--- src/rtl/lcd_dma_pkg.sv ---
// Shared constants and FSM encoding for the LCD DMA burst reader.
// Holds the fixed AXI3 read attributes and the reader's state enum.
package lcd_dma_pkg;

  localparam logic [2:0] AXI_SIZE_8B       = 3'b011;
  localparam logic [1:0] AXI_BURST_INCR    = 2'b01;
  localparam logic [1:0] AXI_RESP_OKAY     = 2'b00;
  localparam logic [3:0] AXI_CACHE_DEFAULT = 4'b0011;

  typedef enum logic [1:0] {
    IDLE,
    ADDR,
    DATA,
    DRAIN
  } dma_state_t;

endpackage

--- src/rtl/lcd_dma_reader_if.sv ---
// AXI3 read-address and read-data channels between the DMA reader and the HP port.
// The master modport is the reader's view; slave is the memory/interconnect view.
interface lcd_dma_reader_if;

  logic [31:0] ARADDR;
  logic [3:0]  ARLEN;
  logic [2:0]  ARSIZE;
  logic [1:0]  ARBURST;
  logic [3:0]  ARCACHE;
  logic        ARVALID;
  logic        ARREADY;
  logic [63:0] RDATA;
  logic [1:0]  RRESP;
  logic        RLAST;
  logic        RVALID;
  logic        RREADY;

  modport master (
    output ARADDR, ARLEN, ARSIZE, ARBURST, ARCACHE, ARVALID, RREADY,
    input  ARREADY, RDATA, RRESP, RLAST, RVALID
  );

  modport slave (
    input  ARADDR, ARLEN, ARSIZE, ARBURST, ARCACHE, ARVALID, RREADY,
    output ARREADY, RDATA, RRESP, RLAST, RVALID
  );

endinterface

--- src/rtl/lcd_dma_beat_splitter.sv ---
// Serializes each accepted 64-bit beat into two 32-bit words, low half first.
// RREADY drops for the cycle the upper half is pending, capping output at one word per clock.
module lcd_dma_beat_splitter (
  input  logic        clk,
  input  logic        srst,
  input  logic        rd_enable,
  input  logic [63:0] rdata,
  input  logic        rvalid,
  output logic        rready,
  output logic [31:0] word,
  output logic        word_valid,
  output logic        beat_accept,
  output logic        hi_pending
);

  logic        rready_reg;
  logic        hi_pending_reg;
  logic        word_valid_reg;
  logic [31:0] word_reg;
  logic [31:0] hi_word_reg;

  assign beat_accept = rvalid & rready_reg;

  always_ff @(posedge clk) begin
    if (srst) begin
      rready_reg     <= 1'b0;
      hi_pending_reg <= 1'b0;
      word_valid_reg <= 1'b0;
      word_reg       <= '0;
      hi_word_reg    <= '0;
    end else if (beat_accept) begin
      word_reg       <= rdata[31:0];
      hi_word_reg    <= rdata[63:32];
      word_valid_reg <= 1'b1;
      hi_pending_reg <= 1'b1;
      rready_reg     <= 1'b0;
    end else if (hi_pending_reg) begin
      word_reg       <= hi_word_reg;
      word_valid_reg <= 1'b1;
      hi_pending_reg <= 1'b0;
      rready_reg     <= rd_enable;
    end else begin
      // Data bus is forced to zero whenever no word is presented.
      word_reg       <= '0;
      word_valid_reg <= 1'b0;
      rready_reg     <= rd_enable;
    end
  end

  assign rready     = rready_reg;
  assign word       = word_reg;
  assign word_valid = word_valid_reg;
  assign hi_pending = hi_pending_reg;

endmodule

--- src/rtl/lcd_dma_reader.sv ---
// AXI3 burst-read master for the LCD controller: one aligned INCR burst per DMA_START,
// forwarded as 32-bit words, with a sticky error flag for bad responses or RLAST misplacement.
module lcd_dma_reader #(
  parameter int BURST_BEATS = 4
) (
  input  logic        CLK,
  input  logic        RESET,
  input  logic [29:0] DMA_RD_ADDR,
  input  logic        DMA_START,
  output logic        DMA_READY,
  output logic [31:0] DMA_RD_DATA,
  output logic        DMA_RD_DATA_VALID,
  output logic        DMA_ERROR,
  lcd_dma_reader_if.master M_AXI
);

  import lcd_dma_pkg::*;

  localparam int          CNT_W      = (BURST_BEATS > 1) ? $clog2(BURST_BEATS) : 1;
  localparam logic [28:0] ALIGN_MASK = 29'(BURST_BEATS - 1);

  dma_state_t       state_reg, state_next;
  logic             ready_reg, ready_next;
  logic             arvalid_reg, arvalid_next;
  logic [31:0]      araddr_reg, araddr_next;
  logic             error_reg, error_next;
  logic [CNT_W-1:0] cnt_reg, cnt_next;
  logic             rd_enable;
  logic             beat_accept;
  logic             hi_pending;
  logic             last_expected;
  logic             addr_msb_unused;

  // Word address bit 29 has no place in a 32-bit byte address.
  assign addr_msb_unused = DMA_RD_ADDR[29];
  assign last_expected   = (cnt_reg == CNT_W'(BURST_BEATS - 1));

  always_ff @(posedge CLK) begin
    if (RESET) begin
      state_reg   <= IDLE;
      ready_reg   <= 1'b1;
      arvalid_reg <= 1'b0;
      araddr_reg  <= '0;
      error_reg   <= 1'b0;
      cnt_reg     <= '0;
    end else begin
      state_reg   <= state_next;
      ready_reg   <= ready_next;
      arvalid_reg <= arvalid_next;
      araddr_reg  <= araddr_next;
      error_reg   <= error_next;
      cnt_reg     <= cnt_next;
    end
  end

  always_comb begin
    state_next = state_reg;
    case (state_reg)
      IDLE:    if (DMA_START) state_next = ADDR;
      ADDR:    if (arvalid_reg && M_AXI.ARREADY) state_next = DATA;
      DATA:    if (beat_accept && M_AXI.RLAST) state_next = DRAIN;
      DRAIN:   if (!hi_pending) state_next = IDLE;
      default: state_next = IDLE;
    endcase
  end

  // Registered outputs are derived from the state being entered, so they track it exactly.
  always_comb begin
    ready_next   = (state_next == IDLE);
    arvalid_next = (state_next == ADDR);
    rd_enable    = (state_next == DATA);
    araddr_next  = araddr_reg;
    cnt_next     = cnt_reg;
    error_next   = error_reg;
    if (state_reg == IDLE) begin
      cnt_next = '0;
      if (DMA_START) araddr_next = {DMA_RD_ADDR[28:0] & ~ALIGN_MASK, 3'b000};
    end
    if (beat_accept) begin
      cnt_next = last_expected ? '0 : cnt_reg + 1'b1;
      if ((M_AXI.RRESP != AXI_RESP_OKAY) || (M_AXI.RLAST != last_expected)) error_next = 1'b1;
    end
  end

  lcd_dma_beat_splitter u_splitter (
    .clk         (CLK),
    .srst        (RESET),
    .rd_enable   (rd_enable),
    .rdata       (M_AXI.RDATA),
    .rvalid      (M_AXI.RVALID),
    .rready      (M_AXI.RREADY),
    .word        (DMA_RD_DATA),
    .word_valid  (DMA_RD_DATA_VALID),
    .beat_accept (beat_accept),
    .hi_pending  (hi_pending)
  );

  assign DMA_READY     = ready_reg;
  assign DMA_ERROR     = error_reg;
  assign M_AXI.ARADDR  = araddr_reg;
  assign M_AXI.ARVALID = arvalid_reg;
  assign M_AXI.ARLEN   = 4'(BURST_BEATS - 1);
  assign M_AXI.ARSIZE  = AXI_SIZE_8B;
  assign M_AXI.ARBURST = AXI_BURST_INCR;
  assign M_AXI.ARCACHE = AXI_CACHE_DEFAULT;

endmodule

--- src/flat_wrapper.sv ---
// flat-port wrapper written by rule: the top's interface ports become plain ports
module lcd_dma_reader_flat import lcd_dma_pkg::*;
#(
  parameter int BURST_BEATS = 4
)
  (CLK, RESET, DMA_RD_ADDR, DMA_START, DMA_READY, DMA_RD_DATA, DMA_RD_DATA_VALID, DMA_ERROR, M_AXI_ARADDR, M_AXI_ARLEN, M_AXI_ARSIZE, M_AXI_ARBURST, M_AXI_ARCACHE, M_AXI_ARVALID, M_AXI_RREADY, M_AXI_ARREADY, M_AXI_RDATA, M_AXI_RRESP, M_AXI_RLAST, M_AXI_RVALID);
  lcd_dma_reader_if M_AXI_i ();
  input  logic CLK;
  input  logic RESET;
  input  logic [29:0] DMA_RD_ADDR;
  input  logic DMA_START;
  output logic DMA_READY;
  output logic [31:0] DMA_RD_DATA;
  output logic DMA_RD_DATA_VALID;
  output logic DMA_ERROR;
  output wire logic [$bits(M_AXI_i.ARADDR)-1:0] M_AXI_ARADDR;
  output wire logic [$bits(M_AXI_i.ARLEN)-1:0] M_AXI_ARLEN;
  output wire logic [$bits(M_AXI_i.ARSIZE)-1:0] M_AXI_ARSIZE;
  output wire logic [$bits(M_AXI_i.ARBURST)-1:0] M_AXI_ARBURST;
  output wire logic [$bits(M_AXI_i.ARCACHE)-1:0] M_AXI_ARCACHE;
  output wire logic [$bits(M_AXI_i.ARVALID)-1:0] M_AXI_ARVALID;
  output wire logic [$bits(M_AXI_i.RREADY)-1:0] M_AXI_RREADY;
  input wire logic [$bits(M_AXI_i.ARREADY)-1:0] M_AXI_ARREADY;
  input wire logic [$bits(M_AXI_i.RDATA)-1:0] M_AXI_RDATA;
  input wire logic [$bits(M_AXI_i.RRESP)-1:0] M_AXI_RRESP;
  input wire logic [$bits(M_AXI_i.RLAST)-1:0] M_AXI_RLAST;
  input wire logic [$bits(M_AXI_i.RVALID)-1:0] M_AXI_RVALID;
  assign M_AXI_ARADDR = M_AXI_i.ARADDR;
  assign M_AXI_ARLEN = M_AXI_i.ARLEN;
  assign M_AXI_ARSIZE = M_AXI_i.ARSIZE;
  assign M_AXI_ARBURST = M_AXI_i.ARBURST;
  assign M_AXI_ARCACHE = M_AXI_i.ARCACHE;
  assign M_AXI_ARVALID = M_AXI_i.ARVALID;
  assign M_AXI_RREADY = M_AXI_i.RREADY;
  assign M_AXI_i.ARREADY = M_AXI_ARREADY;
  assign M_AXI_i.RDATA = M_AXI_RDATA;
  assign M_AXI_i.RRESP = M_AXI_RRESP;
  assign M_AXI_i.RLAST = M_AXI_RLAST;
  assign M_AXI_i.RVALID = M_AXI_RVALID;
  lcd_dma_reader #(.BURST_BEATS(BURST_BEATS)) u_core (.CLK(CLK), .RESET(RESET), .DMA_RD_ADDR(DMA_RD_ADDR), .DMA_START(DMA_START), .DMA_READY(DMA_READY), .DMA_RD_DATA(DMA_RD_DATA), .DMA_RD_DATA_VALID(DMA_RD_DATA_VALID), .DMA_ERROR(DMA_ERROR), .M_AXI(M_AXI_i));
endmodule
--- config.mk ---
export PLATFORM = sky130hd
export DESIGN_NAME = lcd_dma_reader_flat
export DESIGN_NICKNAME = d
export VERILOG_FILES = /design/src/rtl/lcd_dma_pkg.sv /design/src/rtl/lcd_dma_reader_if.sv /design/src/rtl/lcd_dma_beat_splitter.sv /design/src/rtl/lcd_dma_reader.sv /design/src/flat_wrapper.sv
export SDC_FILE = /design/constraint.sdc
export NUM_CORES = 1
export LEC_CHECK = 0
export CORE_MARGIN = 5
export CORE_UTILIZATION = 43
export DETAILED_ROUTE_END_ITERATION = 10
export GPL_ROUTABILITY_DRIVEN = 0
export PLACE_DENSITY = 0.85
export SLEW_MARGIN = 20
export SYNTH_ARGS = -nofsm -noshare
export SYNTH_HDL_FRONTEND = slang
export SYNTH_SLANG_ARGS = --single-unit
--- constraint.sdc ---
create_clock -name CLK -period 3 [get_ports CLK]
set_input_delay 0.6 -clock CLK [delete_from_list [all_inputs] [get_ports CLK]]
set_output_delay 0.6 -clock CLK [all_outputs]
set_load 0.1 [all_outputs]
# Word-level counts from Yosys, hierarchy flattened
# Index checks and enable logic that the tools add are counted.
[classes]
addsub = 1
eq_ne = 7
muxes = 13
n_bitwise = 1
reduce_logical = 10
[op_table]
columns = ["cell", "n"]
rows = [
  ["$mux W32", 2],
  ["$mux W2", 7],
  ["$eq A2 B2 Y1 const B", 4],
  ["$pmux W2 S4", 1],
  ["$eq A2 B1 Y1 const B", 2],
  ["$logic_not A2 Y1", 2],
  ["$reduce_and A2 Y1", 2],
  ["$reduce_bool A2 Y1", 2],
  ["$mux W1", 3],
  ["$add A2 B1 Y2 const B", 1],
  ["$logic_and A1 B1 Y1", 2],
  ["$reduce_or A2 Y1", 1],
  ["$and A1 B1 Y1", 1],
  ["$logic_or A1 B1 Y1", 1],
  ["$ne A1 B1 Y1", 1],
]
[totals]
reg_bits = 101
in_bits = 102
out_inout_bits = 82
wordCells = 43

# Longest topological paths before layout
# Gate-level depths: netlist of run 1.
[depth]
depth_word = 5
depth_mapped = 6
depth_no_buf = 4

# Modules after synthesis
# From an unflattened synthesis of run 1, not the netlist that was laid out.
[hier_totals]
cells_unflattened = 468
hier_area_um2 = 3844.9
[by_module_without_submodules]
columns = ["mod", "n_inst", "cells_per_inst", "area_per_inst_um2", "seq_area_each_um2"]
rows = [
  ["lcd_dma_beat_splitter", 1, 290, 2379.8, 1341.3],
  ["lcd_dma_reader", 1, 178, 1465.2, 680.7],
]

# Least setup slack after synthesis of run 1
# No wires, ideal clock.
[synth_path]
path_type = "register to register"
start = "reg u_core.u_splitter.rready_reg, in the netlist u_core.u_splitter.rready"
end = "reg u_core.u_splitter.word_reg[29], in the netlist u_core.u_splitter.word[29]"
setup_time_ns = 0.070
t_arrival_ns = 1.804
required_time_ns = 2.930
path_slack_ns = 1.126
path_stages_with_launch = 7
period_less_slack_ns = 1.874
path_cell_list = "dfxtp_1 and2_1 buf_2 buf_2 buf_2 nand2_1 a21oi_1"
[synth_between]
elab_chain_len = 2
[synth_rtl]
columns = ["item", "line", "rtl"]
rows = [
  ["start, declared", "lcd_dma_beat_splitter.sv:16", "logic rready_reg;"],
  ["start signal, assigned", "lcd_dma_beat_splitter.sv:41", "rready_reg <= rd_enable;"],
  ["start signal, assigned", "lcd_dma_beat_splitter.sv:46", "rready_reg <= rd_enable;"],
  ["$and A1 B1 Y1", "lcd_dma_beat_splitter.sv:22", "assign beat_accept = rvalid & rready_reg;"],
  ["$mux W32", "lcd_dma_beat_splitter.sv:31", "end else if (beat_accept) begin"],
  ["end signal, assigned", "lcd_dma_beat_splitter.sv:32", "word_reg <= rdata[31:0];"],
  ["end signal, assigned", "lcd_dma_beat_splitter.sv:38", "word_reg <= hi_word_reg;"],
  ["end, declared", "lcd_dma_beat_splitter.sv:19", "logic [31:0] word_reg;"],
]
# No other way between the ends.
# A chain may end at the register's enable or synchronous reset.

# Worst setup path in the final report of run 1
[layout_path]
start = "in M_AXI_RVALID"
end = "reg u_core.u_splitter.word_reg[12], in the netlist u_core.u_splitter.word[12]"
[layout_between]
elab_chain_len = 2
[layout_rtl]
columns = ["item", "line", "rtl"]
rows = [
  ["start, declared", "flat_wrapper.sv:27", "input wire logic [$bits(M_AXI_i.RVALID)-1:0] M_AXI_RVALID;"],
  ["$and A1 B1 Y1", "lcd_dma_beat_splitter.sv:22", ""],
  ["$mux W32", "lcd_dma_beat_splitter.sv:31", ""],
]
# No other way between the ends.

==> results.sh, run 1 <==
export IMPL_reg2reg_depth=3
export IMPL_cap_violations=0
export IMPL_timing_final_crit_share=0.6403
export IMPL_drive_above_1_share=0.1474
export IMPL_fmax_ghz=0.5206
export IMPL_post_cts_resize_count=0
export IMPL_reg2reg_slack_ps=1290
export IMPL_coreArea_mm2=0.008636
export IMPL_hold_depth=2
export IMPL_cts_setup_buffers=0
export IMPL_finalMaxSlewViolations=0
export IMPL_layout_commonest_cell="nand2_1"
export IMPL_critPathBufInv=2
export IMPL_port_buffer_count=162
export IMPL_cts_buffer_depth=2
export IMPL_wl_per_cell_um=13.72
export IMPL_power_density_mw_per_mm2=529.2
export IMPL_fp_dieArea_mm2=0.01071
export IMPL_cp_required_ps=3260
export IMPL_stdcell_area_mm2=0.005325
export IMPL_ant_nets=0
export IMPL_crit_chain="clkdlybuf4s50_1 > and2_2 > buf_12 > nand2_1 > a21oi_1"
export IMPL_clk_pin_slew_ps=80
export IMPL_antenna_cells=0
export IMPL_synth_area_per_cell_um2=8.156
export IMPL_placed_area_mm2=0.005127
export IMPL_clock_sinks=101
export IMPL_fin_crit_ps=1921
export IMPL_num_rows=34
export IMPL_yosysTopAreaCell="dfxtp_1"
export IMPL_ys_seq_elements=101
export IMPL_syn_cell_area_mm2=0.003760
export IMPL_crit_slowest_cell="and2_2"
export IMPL_crit_family="buffers and inverters"
export IMPL_final_util=0.6166
export IMPL_synth_area_top_cells="dfxtp_1 54%, nand2_1 15%, a21oi_1 12%, nand3_1 4.3%, buf_4 3.8%"
export IMPL_area_delta_synth_final_pct=41.63
export IMPL_mostFrequentLayoutCells="151 x nand2_1, 101 x dfxtp_1, 97 x clkdlybuf4s50_1"
export IMPL_htree_levels=3
export IMPL_routed_wl_mm=9.770
export IMPL_die_w_um=103.5
export IMPL_synth_top_area_share=0.5378
export IMPL_max_stage_delay_ps=560
export IMPL_grt_ovfl_total=0
export IMPL_setup_viol=0
export IMPL_finalHoldViolations=0
export IMPL_holdBufCountCts=0
export IMPL_grt_antenna_before_repair=0
export IMPL_hold_path_class="reg2reg"
export IMPL_ctsRootBufferMaster="clkbuf_8"
export IMPL_fin_setup_tns_ps=0
export IMPL_dpl_hpwl_mm=7.185
export IMPL_end_kind="flip-flop"
export IMPL_synth_yosys_warnings=0
export IMPL_status="finished clean"
export IMPL_tritoncts="yes"
export IMPL_placed_cells=697
export IMPL_vias=3517
export IMPL_initial_core_util=0.4354
export IMPL_cts_made_buffers=9
export IMPL_gr_usage_all_layers=0.1729
export IMPL_viasPerCell=4.940
export IMPL_clkLatencyLatePin_ps=350
export IMPL_rsz0062_at_grt="false"
export IMPL_pre_cts_ws_ps=712.4
export IMPL_worst_pin_slew_ps=821.4
export IMPL_synth_cell_types=28
export IMPL_worst_path_stages=5
export IMPL_dieHeight_um=103.5
export IMPL_critPathMaxFanout=36
export IMPL_max_slew_margin=0.4524
export IMPL_grt_max_degree=81
export IMPL_grt_pass1_vias=3285
export IMPL_drc=0
export IMPL_syn_instance_count=461
export IMPL_skew_ps=13.15
export IMPL_crit_type="in2reg"
export IMPL_vdd_ir_drop_max_mv=0.2505
export IMPL_cp_data_arrival_time_ps=2180
export IMPL_final_cells=712
export IMPL_worst_setup_path_start_kind="input pin"
export IMPL_fin_nets=703
export IMPL_detail_route_iter0_violations=99
export IMPL_drt_pre_antenna_iters=4
export IMPL_ys_seq_area_frac=0.5378
export IMPL_grt_pass1_wl_mm=15.73
export IMPL_io_pins=184
export IMPL_leakage_nw=2.033
export IMPL_final_setup_worst_slack_ps=1079
-- tightest hold or removal path: cells and delay by family, from the launching register on --
kind	cells	cell delay [ps]
DFF	1	320
and+or+nand+nor	1	50
AOI/OAI and AO/OA	1	50
-- kinds of logic after synthesis --
family | Yosys count | share of synthesized area
compound gates | 101 | 0.1388
flops | 101 | 0.5378
other cells | 2 | 0.001997
fa+ha+maj | 1 | 0.003327
buf+inv | 55 | 0.09384
simple gates | 200 | 0.2220
xor+xnor | 1 | 0.002330
-- cell type report --
| cell class | instances | area, um2 |
|---|---|---|
| fillers | 754 | 3311 |
| flip-flops and latches | 101 | 2022 |
| repair buffers | 167 | 1521 |
| multi-input cells | 321 | 1449 |
| clock buffers | 10 | 137.6 |
| well taps | 108 | 135.1 |
| clock inverters | 5 | 60.06 |
-- per-stage QoR --
stage | power (mW) | hold slack [ps]
floorplan | 1.839 | 436.6
global placement | 1.993 | 441.9
detailed placement | 2.001 | 446.9
CTS | 2.853 | 459.6
global route | 2.935 | 474.8
finish | 2.818 | 459.2
-- power breakdown --
group	internal, mW	total [mW]	switching (mW)	leakage (nW)
clock network	0.407	0.848	0.441	0.0987
logic	0.174	0.575	0.400	1.12
registers	1.37	1.40	0.0223	0.819
total	1.95	2.82	0.864	2.03
-- cell usage after synthesis --
library cell,n
a211oi_1,1
a21oi_1,93
a31oi_1,3
and2_1,1
and3b_2,1
buf_1,3
buf_2,10
buf_4,19
buf_6,4
buf_8,2
clkbuf_1,15
conb_1,2
dfxtp_1,101
dlygate4sd1_1,2
ha_1,1
nand2_1,152
nand3_1,32
nand3b_1,1
nor2_1,5
nor3_1,3
nor3b_4,1
nor4_1,1
o211a_1,1
o211ai_1,2
o21ai_0,1
or3_1,2
or3b_1,1
xor2_1,1
-- path summary, 6_finish.rpt --
check | startpoint | end
setup reg to reg | u_core.state_reg[0] | u_core.M_AXI.ARADDR[11]
hold / removal | u_core.M_AXI.ARADDR[5] | u_core.M_AXI.ARADDR[5]
hold reg to reg | u_core.M_AXI.ARADDR[5] | u_core.M_AXI.ARADDR[5]
setup / recovery | M_AXI_RVALID | u_core.u_splitter.word[12]
-- layer usage --
layer	part of all wire	up-vias	wire length (um)	GRT usage
met5	0	-	0	0
met4	0.013	0	130	0.04686
met3	0.10	16	993	0.06716
met2	0.47	168	4599	0.2846
met1	0.41	1577	4046	0.2103
li1	-	1756	-	-
No activity file was read; power rests on OpenSTA's default activity.
==> run 2, diff against run 1 <==
--- a/config.mk
+++ b/config.mk
@@ -6,10 +6,10 @@
 export NUM_CORES = 1
 export LEC_CHECK = 0
 export CORE_MARGIN = 5
-export CORE_UTILIZATION = 43
+export CORE_UTILIZATION = 36
 export DETAILED_ROUTE_END_ITERATION = 10
 export GPL_ROUTABILITY_DRIVEN = 0
-export PLACE_DENSITY = 0.85
+export PLACE_DENSITY = 0.75
 export SLEW_MARGIN = 20
 export SYNTH_ARGS = -nofsm -noshare
 export SYNTH_HDL_FRONTEND = slang
==> constraint.sdc (replaced) <==
create_clock -name CLK -period 1.6 [get_ports CLK]
set_input_delay 0.32 -clock CLK [delete_from_list [all_inputs] [get_ports CLK]]
set_output_delay 0.32 -clock CLK [all_outputs]
set_load 0.1 [all_outputs]
==> run 2 against run 1 <==
Net effect: first-iteration DRC count is 130% higher; core utilization shrank 0.41 points; sequential share of layout area is 5.8 points lower; combinational power grew 120%; via count up 0.54%; design area increased by 18%; critical endpoint is now DMA_ERROR; largest power group unchanged.
==> results.sh, run 2 (same netlist as run 1, synthesis figures left out) <==
export IMPL_fin_nets=711
export IMPL_wl_met3_mm=1.019
export IMPL_drc=0
export IMPL_cap_violations=0
export IMPL_cts_buffer_depth=2
export IMPL_cts_made_buffers=9
export IMPL_drive_above_1_share=0.1615
export IMPL_stdcell_area_mm2=0.006295
export IMPL_hp_start="RESET"
export IMPL_placed_area_mm2=0.006100
export IMPL_crit_chain="buf_12"
export IMPL_power_density_mw_per_mm2=864.0
export IMPL_fin_crit_ps=1289
export IMPL_grt_pass1_vias=3506
export IMPL_vdd_ir_drop_max_mv=0.4907
export IMPL_grt_antenna_before_repair=0
export IMPL_detail_route_iter0_violations=225
export IMPL_critPathBufInv=1
export IMPL_viasPerCell=4.721
export IMPL_initial_core_util=0.3658
export IMPL_max_stage_delay_ps=410
export IMPL_finalHoldViolations=0
export IMPL_htree_levels=3
export IMPL_fp_dieArea_mm2=0.01259
export IMPL_holdPathEnd="u_core.u_splitter.hi_pending"
export IMPL_fmax_ghz=0.7759
export IMPL_dieHeight_um=112.2
export IMPL_layout_commonest_cell="nand2_1"
export IMPL_hold_depth=2
export IMPL_port_buffer_count=162
export IMPL_timing_final_crit_share=0.8055
export IMPL_cp_data_arrival_time_ps=970
export IMPL_power_mw=5.439
export IMPL_grt_pass1_wl_mm=17.27
export IMPL_rsz0062_at_grt="false"
export IMPL_routed_wl_mm=10.65
export IMPL_post_cts_resize_count=0
export IMPL_area_delta_synth_final_pct=67.42
export IMPL_coreArea_mm2=0.01028
export IMPL_critPathMaxFanout=3
export IMPL_drt_pre_antenna_iters=4
export IMPL_dpl_hpwl_mm=8.045
export IMPL_wl_per_cell_um=14.21
export IMPL_pre_cts_ws_ps=-59.42
export IMPL_reg2reg_depth=4
export IMPL_finalMaxSlewViolations=0
export IMPL_vias=3536
export IMPL_wl_met2_mm=5.255
export IMPL_top_layer="met4"
export IMPL_final_cells=749
export IMPL_clock_sinks=101
export IMPL_final_setup_worst_slack_ps=311.2
export IMPL_hold_path_class="in2reg"
export IMPL_crit_type="reg2out"
export IMPL_placed_cells=733
export IMPL_io_pins=184
export IMPL_worst_setup_path_start_kind="flip-flop"
export IMPL_ant_nets=0
export IMPL_setup_viol=0
export IMPL_skew_ps=15.65
export IMPL_r2r_start="u_core.state_reg[1]"
export IMPL_ctsRootBufferMaster="clkbuf_8"
export IMPL_gr_usage_all_layers=0.1678
export IMPL_cts_setup_buffers=0
export IMPL_clkLatencyLatePin_ps=360
export IMPL_tritoncts="yes"
export IMPL_die_w_um=112.2
export IMPL_leakage_nw=2.280
export IMPL_r2r_end="u_core.M_AXI.ARADDR[7]"
export IMPL_grt_max_degree=41
export IMPL_crit_family="flip-flops"
export IMPL_antenna_cells=0
export IMPL_clk_pin_slew_ps=100
export IMPL_reg2reg_slack_ps=400
export IMPL_end_kind="output pin"
export IMPL_crit_slowest_cell="dfxtp_1"
export IMPL_met1_length_mm=4.228
export IMPL_num_rows=37
export IMPL_cp_required_ps=1280
export IMPL_holdBufCountCts=0
export IMPL_mostFrequentLayoutCells="151 x nand2_1, 100 x dfxtp_1, 97 x clkdlybuf4s50_1"
export IMPL_grt_ovfl_total=0
export IMPL_status="finished clean"
[run 2: final cells by class]
cell class,count,area (um2)
Clock inverter,6,57.56
Multi-Input combinational cell,321,1449
Sequential cell,101,2023
Fill cell,878,3983
Tap cell,136,170.2
Clock buffer,10,137.6
Timing Repair Buffer,175,2457
[run 2: how the worst max path moves through the flow]
stage	from	to	slack [ps]	cells after the start
after CTS	u_core.M_AXI.ARADDR[23]	M_AXI_ARADDR[23]	280	1
after global routing	u_core.DMA_ERROR	DMA_ERROR	250	1
final	u_core.DMA_ERROR	DMA_ERROR	310	1
after detailed placement	DMA_START	u_core.M_AXI.ARADDR[20]	-60	5
after global placement	DMA_START	u_core.M_AXI.ARADDR[14]	-30	5
after floorplan	u_core.M_AXI.ARVALID	u_core.u_splitter.rready	6	3
[run 2: layer usage]
layer  global-route usage  up-vias
met4              0.05128        0
met3              0.06038       13
met2               0.2956      148
met1               0.1897     1607
met5                    0        -
li1                     -     1768
[run 2: through the flow]
stage	hold slack, ps	utilization	TNS, ps
6_report	389.7	0.6125	0
5_1_grt	379.1	0.6125	0
4_1_cts	365.7	0.6125	0
3_5_place_dp	448.4	0.5935	-1166
3_3_place_gp	442.1	0.5935	-695.6
2_1_floorplan	427.3	-	0
[run 2: power by group]
part | internal, mW | switching (mW)
sequential | 2.57 | 0.0596
combinational | 0.486 | 0.768
clock | 0.633 | 0.917
total | 3.69 | 1.74
